### config.mk
export PLATFORM = sky130hd
export DESIGN_NAME = regfile_mp
export DESIGN_NICKNAME = d
export VERILOG_FILES = /design/src/rtl/regfile_mp.sv
export SDC_FILE = /design/constraint.sdc
export NUM_CORES = 2
export LEC_CHECK = 0
export CORE_UTILIZATION = 57
export DETAILED_ROUTE_END_ITERATION = 8
export GPL_TIMING_DRIVEN = 0
export PLACE_DENSITY = 0.87
export SYNTH_ARGS = -nofsm -noshare
export SYNTH_HDL_FRONTEND = slang
export SYNTH_SLANG_ARGS = --single-unit
### constraint.sdc
create_clock -name clk -period 36.3 [get_ports clk]
set_clock_uncertainty 0.2 [all_clocks]
set_input_delay 5.445 -clock clk [delete_from_list [all_inputs] [get_ports clk]]
set_output_delay 5.445 -clock clk [all_outputs]
set_load 0.1 [all_outputs]
### src/rtl/regfile_mp.sv
// Multi-port integer register file with write-to-read bypass and a per-register busy scoreboard.
// Define REGFILE_PARITY_EN to store an even-parity bit per register and flag read-side parity errors.
module regfile_mp #(
    parameter int unsigned      XLEN      = 32,
    parameter int unsigned      NUM_REGS  = 32,
    parameter int unsigned      NUM_RD    = 2,
    parameter int unsigned      NUM_WR    = 1,
    parameter logic [XLEN-1:0]  RESET_VAL = '0,
    localparam int unsigned     AW        = $clog2(NUM_REGS)
) (
    input  logic                     clk,
    input  logic                     reset,
    input  logic [NUM_RD*AW-1:0]     rd_addr,
    output logic [NUM_RD*XLEN-1:0]   rd_data,
    output logic [NUM_RD-1:0]        rd_ready,
    input  logic [NUM_WR-1:0]        wr_en,
    input  logic [NUM_WR*AW-1:0]     wr_addr,
    input  logic [NUM_WR*XLEN-1:0]   wr_data,
    input  logic                     alloc_en,
    input  logic [AW-1:0]            alloc_addr,
    output logic [NUM_RD-1:0]        par_err,
    output logic                     par_err_sticky,
    input  logic                     par_err_clr
);

    // r0 is hardwired, so storage and scoreboard start at index 1
    logic [XLEN-1:0]     regs_q [1:NUM_REGS-1];
    logic [XLEN-1:0]     regs_d [1:NUM_REGS-1];
    logic [NUM_REGS-1:1] busy_q, busy_d;
    logic [NUM_REGS-1:1] wr_hit;
    logic                sticky_q, sticky_d;
`ifdef REGFILE_PARITY_EN
    logic [NUM_REGS-1:1] par_q, par_d;
`endif

    // Array update: ascending port order lets the highest port win on a collision
    always_comb begin
        regs_d = regs_q;
`ifdef REGFILE_PARITY_EN
        par_d  = par_q;
`endif
        for (int j = 0; j < int'(NUM_WR); j++) begin
            if (wr_en[j] && (wr_addr[j*AW +: AW] != '0)) begin
                regs_d[wr_addr[j*AW +: AW]] = wr_data[j*XLEN +: XLEN];
`ifdef REGFILE_PARITY_EN
                par_d[wr_addr[j*AW +: AW]]  = ^wr_data[j*XLEN +: XLEN];
`endif
            end
        end
    end

    // Scoreboard: allocation beats writeback in the same cycle
    always_comb begin
        wr_hit = '0;
        busy_d = busy_q;
        for (int unsigned r = 1; r < NUM_REGS; r++) begin
            for (int j = 0; j < int'(NUM_WR); j++) begin
                if (wr_en[j] && (wr_addr[j*AW +: AW] == AW'(r))) wr_hit[r] = 1'b1;
            end
            if (alloc_en && (alloc_addr == AW'(r))) busy_d[r] = 1'b1;
            else if (wr_hit[r])                     busy_d[r] = 1'b0;
        end
    end

    // Read ports: r0, then bypass from the highest matching write port, then the array
    always_comb begin
        logic [AW-1:0]   addr;
        logic            byp;
        logic [XLEN-1:0] byp_data;
        rd_data  = '0;
        rd_ready = '0;
        par_err  = '0;
        for (int i = 0; i < int'(NUM_RD); i++) begin
            addr     = rd_addr[i*AW +: AW];
            byp      = 1'b0;
            byp_data = '0;
            for (int j = 0; j < int'(NUM_WR); j++) begin
                if (wr_en[j] && (wr_addr[j*AW +: AW] == addr)) begin
                    byp      = 1'b1;
                    byp_data = wr_data[j*XLEN +: XLEN];
                end
            end
            if (addr == '0) begin
                rd_ready[i] = 1'b1;
            end else if (byp) begin
                rd_data[i*XLEN +: XLEN] = byp_data;
                rd_ready[i]             = 1'b1;
            end else begin
                rd_data[i*XLEN +: XLEN] = regs_q[addr];
                rd_ready[i]             = ~busy_q[addr];
`ifdef REGFILE_PARITY_EN
                par_err[i]              = (^regs_q[addr]) != par_q[addr];
`endif
            end
        end
    end

    // Sticky error: a live error outranks a clear request
    always_comb begin
        sticky_d = sticky_q;
        if (|par_err)         sticky_d = 1'b1;
        else if (par_err_clr) sticky_d = 1'b0;
    end

    assign par_err_sticky = sticky_q;

    always_ff @(posedge clk or posedge reset) begin
        if (reset) begin
            for (int unsigned r = 1; r < NUM_REGS; r++) begin
                regs_q[r] <= RESET_VAL;
            end
            busy_q   <= '0;
            sticky_q <= 1'b0;
`ifdef REGFILE_PARITY_EN
            par_q    <= {(NUM_REGS-1){^RESET_VAL}};
`endif
        end else begin
            regs_q   <= regs_d;
            busy_q   <= busy_d;
            sticky_q <= sticky_d;
`ifdef REGFILE_PARITY_EN
            par_q    <= par_d;
`endif
        end
    end

endmodule

==> flow_summary.ini <==
[placed_design]
io_buffers = 107
hpwlAfterDp_um = 161000
dpl_worst_slack_ps = 19510
place_inst = 5256
gp_congestion = 1.13

[status]
violations = design-rule violations, max-capacitance violations, max-slew violations
status = complete, but fails checks

[floorplanning]
die_w_um = 315
coreArea_um2 = 96900
die_area_um2 = 99100
die_y_um = 315
start_util_pct = 57.6
fp-row-count = 114
io_pins = 126

[drt]
detail_route.first_pass.iterations = 9
viasPerCell = 7.92
wl_per_cell_um = 42.6
totalWireLength_um = 233000
ant_nets = 0
vias = 43400
detail_route.iter0.violations = 7805
route.detailed.drc = 36

[final_layout]
final_cells = 5482
fin_util_pct = 64.6
area_delta_synth_final_pct = 12.2
layout.nets = 4150
multi_input_area_um2 = 28000
fillerInstances = 6672
seq_area_um2 = 25600
drive_gt1_share_pct = 46.3

[logic_synthesis]
synth_top_area_share_pct = 45.9
ys_types = 59
ys_ff_latch = 1023
synth_most_common_cell = mux2_2
syn_area_per_cell_um2 = 14.4
syn_inst = 3862
yosysTopAreaCell = dfrtp_1
yosys-top-cells-count = mux2_2 (1092), dfrtp_1 (1023), mux4_2 (443), clkbuf_1 (199), buf_2 (128)
syn-cell-area_um2 = 55800
synthArstFlopShare_pct = 100
yosysWarnings = 0
ys_seq_area_share_pct = 45.9
yosys_most_used_dff = dfrtp_1
synthTopCellsByArea = dfrtp_1 (46%), mux2_2 (22%), mux4_2 (18%), clkbuf_1 (1.3%), buf_2 (1.1%)
synth-edff-count = 0

[hold_path]
hold_depth = 2
hold_class = flop to flop

[power_and_ir_drop]
irDropWorstVdd_uv = 41.8
leakagePower_nw = 26.6
power.density_nw_per_um2 = 58.8

[worst_setup_path]
cp.arrival_ps = 11670
reg2reg_depth = 1
start_kind = input port
crit_slowest_cell = o41ai_1
crit_family = buffers and inverters
crit_chain = clkdlybuf4s50_1 > buf_4 > buf_4 > buf_2 > clkbuf_1 > a211oi_1 > o41ai_1 > clkdlybuf4s50_1
cp.depth = 8
end_kind = output pin
cp.required_ps = 30650
critPathMaxFanout = 10
slowest_delay_ps = 1480
crit_type = input port to output pin
crit_buf_inv = 6

[timing]
period_needed_ps = 17320
finalSetupViolations = 0
hold_viol = 0
finalWorstSetupSlack_ps = 18980
tightest_slew_ps = 1640
clock.fmax_mhz = 57.7
slew_violations = 48
period_share_pct = 47.7
rsz0062_at_grt = false
max-slew-margin-rel_pct = -9.24

[cts]
cts_sinks = 1023
cts-resized-gates = 0
ctsRootBufferMaster = clkbuf_16
clkLatencyLatePin_ps = 690
cts_tree = done
clockBufferDepth = 3
cts.clk_slew.worst_paths_ps = 60
postCtsSetupRepairBufs = 0
ctsHoldBuffers = 0
cts-htree-levels = 3
numCtsBuffers = 108

[global_routing]
grt_use_total_pct = 47.3
grt_overflow_total = 0
grt_antenna_before_repair = 22
grt_pass1_vias = 42000
grt_pass1_wl_um = 322000
grt_max_degree = 120

[flow_run]
drv_cap = 6
[routing by layer]
metal	global-route usage [%]	up-vias	share of wire [%]
met3	29.5	1267	19
li1	-	15400	-
met2	61.0	4658	39
met4	37.0	24	9.6
met1	55.5	22000	32
met5	3.38	-	0.25
[final cells by class]
class	instances	area share (%)
timing repair buffer	119	2.18
inverter	8	0.0600
buffer	429	3.43
clock buffer	160	5.15
tap	1276	2.55
clock inverter	40	0.905
multi-input combinational	2404	44.7
antenna	23	0.0919
sequential	1023	40.9
[layout by cell type, fill, tap and decap left out, types with 13 or more instances in the layout]
master,instances
o41ai_1,29
nor4_1,18
buf_1,37
clkbuf_8,26
bufinv_16,13
nor2_1,61
buf_2,128
nor3_1,48
nor2b_1,86
clkbuf_16,111
o31ai_1,23
nand3_1,16
a211oi_1,74
clkbuf_1,220
dfrtp_1,1023
clkdlybuf4s50_1,107
o22ai_1,64
buf_4,33
mux2_1,30
buf_6,30
a22oi_1,31
nand2_1,115
a21oi_1,13
o21ai_0,50
diode_2,23
clkinv_2,19
a221oi_1,65
mux2_2,1092
mux4_2,443
mux2i_1,38
[flip-flops by register name, summed over array words and instances (netlist names)]
signal / flops
busy_q: 31
regs_q: 992
[through the flow]
stage / TNS [ps] / hold WS, ps / area (um2) / total power [mW]
floorplan: 0 / 260 / 55800 / 2.15
global placement: -9563320 / 278 / 58400 / 2.38
detailed placement: 0 / 296 / 58700 / 2.42
CTS: 0 / 310 / 62500 / 3.60
global route: 0 / 326 / 62600 / 3.74
finish: 0 / 315 / 62600 / 3.68
[tightest hold or removal path: cells and delay by family, from the launching register on]
family,cells,cell delay (ps)
AOI/OAI and AO/OA,1,60
and+or+nand+nor,1,60
DFF,1,360
[worst paths after layout]
| kind | slack (ps) | start | end |
|---|---|---|---|
| hold / removal | 320 | busy_q[19] | busy_q[19] |
| setup / recovery | 18980 | rd_addr[3] | rd_data[31] |
| max in group asynchronous | 28770 | reset | regs_q[948] |
| hold reg to reg | 320 | busy_q[19] | busy_q[19] |
| setup reg to reg | 35220 | regs_q[144] | regs_q[144] |
| min in group asynchronous | 4970 | reset | regs_q[69] |
[report_power, final]
| part | internal [mW] | switching, mW | total (mW) |
|---|---|---|---|
| registers | 1.37 | 0.183 | 1.55 |
| logic | 0.441 | 0.487 | 0.928 |
| clock network | 0.705 | 0.501 | 1.21 |
| total | 2.51 | 1.17 | 3.68 |
[cell families (layout without fill, tap and decap cells)]
family / after synthesis / after routing / synth area share, %
other: 1 / 26 / 0.00672
multiplexers: 1603 / 1603 / 41.2
AO/OA/AOI/OAI: 399 / 399 / 5.33
buffers and inverters: 437 / 756 / 3.89
XOR/XNOR: 10 / 10 / 0.157
flip-flops: 1023 / 1023 / 45.9
AND/OR/NAND/NOR: 389 / 389 / 3.48
No activity file was read; power rests on OpenSTA's default activity.
